### config.mk
export PLATFORM = sky130hd
export DESIGN_NAME = char_ram_arbiter
export DESIGN_NICKNAME = d
export VERILOG_FILES = /design/src/rtl/char_ram_arbiter_pkg.sv /design/src/rtl/char_rd_tag_pipe.sv /design/src/rtl/char_ram_arbiter.sv
export SDC_FILE = /design/constraint.sdc
export NUM_CORES = 1
export LEC_CHECK = 0
export CAP_MARGIN = 10
export CORE_UTILIZATION = 43
export DETAILED_ROUTE_END_ITERATION = 10
export PLACE_DENSITY = 0.91
export SLEW_MARGIN = 5
export SYNTH_ARGS = -nofsm -noshare
export SYNTH_HDL_FRONTEND = slang
export SYNTH_SLANG_ARGS = --single-unit
### constraint.sdc
create_clock -name clk -period 2.5 [get_ports clk]
set_input_delay 0.375 -clock clk [delete_from_list [all_inputs] [get_ports clk]]
set_output_delay 0.375 -clock clk [all_outputs]
set_load 0.02 [all_outputs]
### src/rtl/char_ram_arbiter_pkg.sv
// Shared encodings for the character RAM arbiter.
//   mode_e : arbitration mode as driven on the mode input
//   tag_e  : owner of a RAM read travelling through the return pipeline
//   WAIT_W : width of the CPU starvation counter (covers MAX_WAIT up to 255)
package char_ram_arbiter_pkg;

    typedef enum logic [1:0] {
        MODE_VGA     = 2'b00,
        MODE_CPU     = 2'b01,
        MODE_SHR_VGA = 2'b10,
        MODE_SHR_CPU = 2'b11
    } mode_e;

    typedef enum logic [1:0] {
        TAG_NONE = 2'b00,
        TAG_CPU  = 2'b01,
        TAG_VGA  = 2'b10
    } tag_e;

    localparam int WAIT_W = 8;

endpackage

### src/rtl/char_rd_tag_pipe.sv
// Read-return tag pipeline for the character RAM arbiter.
// A tag is loaded in the same edge as the registered RAM command and then
// delayed RD_LAT more cycles so it lines up with ram_rdata. On that cycle the
// data is captured into the owner's rdata register and its rvalid pulses.
// Ports:
//   clk, rst_n              clock, synchronous active-low reset
//   tag_in                  owner of the command being registered this edge
//   ram_rdata               RAM read data
//   cpu_rdata / cpu_rvalid  CPU read return (data held between pulses)
//   vga_rdata / vga_rvalid  VGA read return (data held between pulses)
module char_rd_tag_pipe
    import char_ram_arbiter_pkg::*;
#(
    parameter int RD_LAT = 1,
    parameter int DATA_W = 8
) (
    input  logic              clk,
    input  logic              rst_n,
    input  tag_e              tag_in,
    input  logic [DATA_W-1:0] ram_rdata,
    output logic [DATA_W-1:0] cpu_rdata,
    output logic              cpu_rvalid,
    output logic [DATA_W-1:0] vga_rdata,
    output logic              vga_rvalid
);

    // tag_q[0] is aligned with the ram_* command; tag_q[RD_LAT] with ram_rdata.
    tag_e tag_q [RD_LAT+1];

    always_ff @(posedge clk) begin
        if (!rst_n) begin
            for (int i = 0; i <= RD_LAT; i++) begin
                tag_q[i] <= TAG_NONE;
            end
            cpu_rdata  <= '0;
            cpu_rvalid <= 1'b0;
            vga_rdata  <= '0;
            vga_rvalid <= 1'b0;
        end else begin
            tag_q[0] <= tag_in;
            for (int i = 1; i <= RD_LAT; i++) begin
                tag_q[i] <= tag_q[i-1];
            end
            cpu_rvalid <= (tag_q[RD_LAT] == TAG_CPU);
            vga_rvalid <= (tag_q[RD_LAT] == TAG_VGA);
            if (tag_q[RD_LAT] == TAG_CPU) begin
                cpu_rdata <= ram_rdata;
            end
            if (tag_q[RD_LAT] == TAG_VGA) begin
                vga_rdata <= ram_rdata;
            end
        end
    end

endmodule

### src/rtl/char_ram_arbiter.sv
// Time-shares one single-port character RAM between the CPU (req/ack,
// read/write) and the VGA scanout (read-only, per-cycle requests).
// Ports:
//   clk, rst_n                       clock, synchronous active-low reset
//   mode                             00 VGA-only, 01 CPU-only,
//                                    10 shared VGA-priority, 11 shared CPU-priority
//   cpu_req/we/addr/wdata            CPU request, held until cpu_ack
//   cpu_ack                          pulse: CPU command on ram_* this cycle
//   cpu_rdata/cpu_rvalid             CPU read return
//   vga_req/vga_addr                 VGA fetch request
//   vga_rdata/vga_rvalid/vga_miss    VGA read return, dropped-request pulse
//   ram_addr/ram_we/ram_wdata        registered RAM command
//   ram_rdata                        RAM read data, RD_LAT cycles after command
module char_ram_arbiter
    import char_ram_arbiter_pkg::*;
#(
    parameter int ADDR_W   = 13,
    parameter int DATA_W   = 8,
    parameter int RD_LAT   = 1,
    parameter int MAX_WAIT = 15
) (
    input  logic              clk,
    input  logic              rst_n,
    input  logic [1:0]        mode,
    input  logic              cpu_req,
    input  logic              cpu_we,
    input  logic [ADDR_W-1:0] cpu_addr,
    input  logic [DATA_W-1:0] cpu_wdata,
    output logic              cpu_ack,
    output logic [DATA_W-1:0] cpu_rdata,
    output logic              cpu_rvalid,
    input  logic              vga_req,
    input  logic [ADDR_W-1:0] vga_addr,
    output logic [DATA_W-1:0] vga_rdata,
    output logic              vga_rvalid,
    output logic              vga_miss,
    output logic [ADDR_W-1:0] ram_addr,
    output logic              ram_we,
    output logic [DATA_W-1:0] ram_wdata,
    input  logic [DATA_W-1:0] ram_rdata
);

    localparam logic [WAIT_W-1:0] WAIT_MAX = WAIT_W'(MAX_WAIT);

    logic              cpu_eff;
    logic              cpu_win;
    logic              vga_win;
    logic              vga_drop;
    logic [WAIT_W-1:0] wait_cnt;
    logic [WAIT_W-1:0] wait_nxt;
    tag_e              tag_in;

    always_comb begin
        // The request is still high during its own ack cycle; masking it
        // stops the same access from being issued twice.
        cpu_eff  = cpu_req & ~cpu_ack;
        cpu_win  = 1'b0;
        vga_win  = 1'b0;
        wait_nxt = wait_cnt;

        case (mode_e'(mode))
            MODE_VGA: begin
                vga_win = vga_req;
            end
            MODE_CPU: begin
                cpu_win = cpu_eff;
            end
            MODE_SHR_VGA: begin
                if (cpu_eff && (wait_cnt == WAIT_MAX)) begin
                    cpu_win = 1'b1;
                end else if (vga_req) begin
                    vga_win = 1'b1;
                end else begin
                    cpu_win = cpu_eff;
                end
            end
            MODE_SHR_CPU: begin
                if (cpu_eff) begin
                    cpu_win = 1'b1;
                end else begin
                    vga_win = vga_req;
                end
            end
            default: begin
                vga_win = 1'b0;
            end
        endcase

        vga_drop = vga_req & ~vga_win;

        // Starvation counter only runs in shared VGA-priority mode and is
        // frozen while the CPU is locked out entirely.
        if (mode_e'(mode) != MODE_VGA) begin
            if (!cpu_eff || cpu_win) begin
                wait_nxt = '0;
            end else if ((mode_e'(mode) == MODE_SHR_VGA) && (wait_cnt != WAIT_MAX)) begin
                wait_nxt = wait_cnt + 1'b1;
            end
        end

        if (cpu_win && !cpu_we) begin
            tag_in = TAG_CPU;
        end else if (vga_win) begin
            tag_in = TAG_VGA;
        end else begin
            tag_in = TAG_NONE;
        end
    end

    always_ff @(posedge clk) begin
        if (!rst_n) begin
            cpu_ack   <= 1'b0;
            vga_miss  <= 1'b0;
            ram_we    <= 1'b0;
            ram_addr  <= '0;
            ram_wdata <= '0;
            wait_cnt  <= '0;
        end else begin
            cpu_ack  <= cpu_win;
            vga_miss <= vga_drop;
            ram_we   <= cpu_win & cpu_we;
            wait_cnt <= wait_nxt;
            if (cpu_win) begin
                ram_addr  <= cpu_addr;
                ram_wdata <= cpu_wdata;
            end else if (vga_win) begin
                ram_addr <= vga_addr;
            end
        end
    end

    char_rd_tag_pipe #(
        .RD_LAT (RD_LAT),
        .DATA_W (DATA_W)
    ) u_tag_pipe (
        .clk        (clk),
        .rst_n      (rst_n),
        .tag_in     (tag_in),
        .ram_rdata  (ram_rdata),
        .cpu_rdata  (cpu_rdata),
        .cpu_rvalid (cpu_rvalid),
        .vga_rdata  (vga_rdata),
        .vga_rvalid (vga_rvalid)
    );

endmodule

==> run_results.csv <==
group,metric,value,unit
detailed_routing,vias_per_cell,5.34,
logic_synthesis,yosysSeqAreaShare,0.486,
logic_synthesis,synth_area_leader_cell,"dfxtp_1",
grt,grt.total_usage,0.214,
final_layout,stdcell_count,412,
power,internal_power,0.00134,W
final_layout,n_fill_cell,409,
critical_path,cp_top_family,"simple AND/OR/NAND/NOR gates",
grt,grtUsageMet2,0.395,
detailed_routing,remaining_drc_errors,0,
cts,library_cell_used_as_clock_root_buffer,"clkbuf_8",
cts,cts_hold_buffers,0,
grt,number_of_antenna_violations_at_the_first_check_in_global_routing,0,
logic_synthesis,post_synth_inst_count,257,
floorplan,initial_utilization,0.459,
logic_synthesis,post_synth_instance_area,0.00222,mm²
worst_hold_path,type_of_the_tightest_min_delay_check,"reg -> reg",
timing,min_period,2.04,ns
power,switching_share,0.245,
critical_path,endpoint_kind,"flop",
final_layout,antenna_diode_instance_count,0,
floorplan,design.die.area,0.00546,mm²
detailed_routing,1st_iter_drt_viols,93,
power,p_total,0.00178,W
logic_synthesis,syn-num-nets,307,
cts,cts.repair_timing.setup_buffer_count,0,
critical_path,start_kind,"input port",
detailed_routing,firstDrtPassIters,6,
floorplan,dieHeight,73.9,µm
cts,clock_tree_from_tritoncts,"done",
cts,cts_htree_levels,2,
floorplan,io_pins,91,
logic_synthesis,synth.distinct_cells,38,
timing,maxSlewViolCount,0,
logic_synthesis,synth_top_cells_by_area,"dfxtp_1, nand2_1, nand3_1",
cts,clk-insertion-delay-late,0.30,ns
grt,grt_pass1_vias,2130,
cts,cts_repair_resize_count,0,
logic_synthesis,average_footprint_of_a_synthesized_cell,8.65,µm²
critical_path,slowest_delay,0.52,ns
floorplan,core,0.00485,mm²
grt,grt.met3_usage,0.0617,
place,detailed_place_hpwl,4.23,mm
timing,timing_hold_violations_final,0,
critical_path,critPathBufInv,2,
critical_path,timing_worst_setup_path_type,"in -> reg",
run,max_cap_viol_count,0,
critical_path,timing.critical_path.arrival,2.22,ns
cts,cts-root-to-sink-buffers,2,
outcome,run_status,"complete, no violations",
power,vdd_ir_drop_max,0.317,mV
timing,setup-violations-final,0,
critical_path,cp_cell_sequence,"clkdlybuf4s50_1, or4b_4, or4_4, buf_12, nand3_1, a31oi_1",
cts,clock_sink_count,54,
critical_path,timing.critical_path.required,2.69,ns
logic_synthesis,synthDominantCellAreaShare,0.486,
grt,gr-max-usage-layer,"met2",
power,seq_power_share,0.516,
power,powerDensity,545,mW/mm²
floorplan,floorplan.rows,25,
grt,grt_first_pass_wirelength,9.03,mm
timing,layout_worst_path_cycle_share,0.814,
power,power.share.clock,0.309,
detailed_routing,postRouteWirelength,5.61,mm
power,share_comb_of_total_power,0.175,
logic_synthesis,postSynthRegisterBits,54,
timing,slew_at_the_pin_with_the_worst_max_slew_slack,0.523,ns
cts,cts_made_buffers,5,
grt,grt_start_max_net_pins,26,
logic_synthesis,yosys_warnings,0,
power,net-switching-power,0.000436,W
final_layout,final_cell_mix,"clkdlybuf4s50_1, dfxtp_1, nand2_1",
critical_path,critPathMaxFanout,21,
floorplan,floorplan.die.width,73.9,µm
place,place.port_buffers,90,
final_layout,layout.cells.most_common,"clkdlybuf4s50_1",
power,p_leak,1.12,nW
timing,setup_total_negative_slack,0,ns
place,routabilityCongestion,0.842,
critical_path,slowest_stage,"or4b_4",
cts,clock_pin_slew_of_the_registers_on_the_worst_case_setup_and_hold_paths,0.09,ns
detailed_routing,drtAntennaViolNets,0,
final_layout,fin_area,0.00326,mm²
timing,setup_skew,0.00493,ns
place,detailed_place.area,0.00315,mm²
detailed_routing,detailroute.via_count,2199,
timing,rsz0062_at_grt,"false",
final_layout,area_growth_syn_to_layout,46.8,%
final_layout,design.final.nets,394,
timing,slew-limit-headroom,0.651,
grt,grt_remaining_overflow,0,
detailed_routing,drt-wirelength-per-cell,13.6,µm
place,post-place-cells,404,
grt,met1_usage,0.227,
critical_path,ff2ff_setup_slack,0.48,ns
timing,timing.fmax,0.491,GHz
final_layout,ratio_of_cells_with_drive_above_1_in_the_final_layout,0.0899,
## state kept, by name, summed over array words and instances (netlist names)
name,cells
vga_miss,1
cpu_ack,1
u_tag_pipe.vga_rvalid,1
ram_wdata,8
u_tag_pipe.cpu_rdata,8
ram_we,1
u_tag_pipe.cpu_rvalid,1
ram_addr,13
u_tag_pipe.vga_rdata,8
u_tag_pipe.tag_q,4
wait_cnt,8
## synthesized netlist by cell type
master / n
nor2b_1: 4
a211o_2: 1
xnor2_1: 4
ha_1: 1
o21a_1: 1
and2_1: 2
nor4_4: 1
a21oi_2: 1
a21oi_1: 26
a31oi_1: 13
o311ai_0: 1
nand4_1: 1
or4_4: 1
clkbuf_1: 8
or4b_4: 1
nor2_1: 15
a31o_2: 1
buf_6: 5
buf_1: 2
or3b_2: 1
nand2b_1: 2
nand3_1: 28
xor2_1: 3
nand2_1: 39
clkbuf_8: 2
o2111ai_1: 1
dfxtp_1: 54
clkbuf_2: 2
nand3_2: 4
a311oi_1: 1
and2b_2: 1
nor3b_1: 1
o21ai_1: 1
clkdlybuf4s50_2: 1
nor3_1: 3
o21ai_0: 22
or2b_2: 1
clkinv_1: 1
## through the flow
stage,hold WS (ns),setup slack [ns],util
floorplan,0.412,0.575,-
global placement,0.419,0.194,0.650
detailed placement,0.419,0.165,0.650
CTS,0.443,0.497,0.673
global route,0.465,0.385,0.673
finish,0.439,0.464,0.673
## power by group through the flow
stage	registers, W	clock network [W]	logic [W]
after CTS	0.000916	0.000567	0.000312
after detailed placement	0.000935	0	0.000311
after global placement	0.000935	0	0.000305
after global routing	0.000921	0.000592	0.000334
final	0.000916	0.000549	0.000311
after floorplan	0.000973	0	0.000108
## logic make-up after synthesis
group / after synthesis / share of synthesized area
AO/OA/AOI/OAI: 69 / 0.174
XOR/XNOR: 7 / 0.0276
adder cells (fa/ha/maj): 1 / 0.00563
buffers and inverters: 21 / 0.0658
flip-flops: 54 / 0.486
AND/OR/NAND/NOR: 105 / 0.240
## layer usage
| layer | wire (µm) | part of all wire | vias to the layer above |
|---|---|---|---|
| li1 | - | - | 1072 |
| met1 | 2280 | 0.41 | 1010 |
| met2 | 2740 | 0.49 | 109 |
| met3 | 502 | 0.090 | 8 |
| met4 | 85 | 0.015 | 0 |
| met5 | 0 | 0 | - |
## final timing paths
check | startpoint | cells past startpoint | endpoint
worst max register to register | wait_cnt[0] | 6 | ram_addr[4]
worst min register to register | u_tag_pipe.tag_q[0][1] | 1 | u_tag_pipe.tag_q[0][3]
worst max-delay path | mode[0] | 6 | ram_addr[4]
worst min-delay path | u_tag_pipe.tag_q[0][1] | 1 | u_tag_pipe.tag_q[0][3]
## final cells by class
class | count | area, µm² | share of cell area
sequential | 54 | 1080 | 0.331
multi-input combinational | 182 | 996 | 0.305
timing repair buffer | 100 | 988 | 0.303
clock buffer | 8 | 110 | 0.0337
tap | 67 | 83.8 | 0.0257
inverter | 1 | 3.75 | 0.00115
Power figures use the tool's default switching activity.
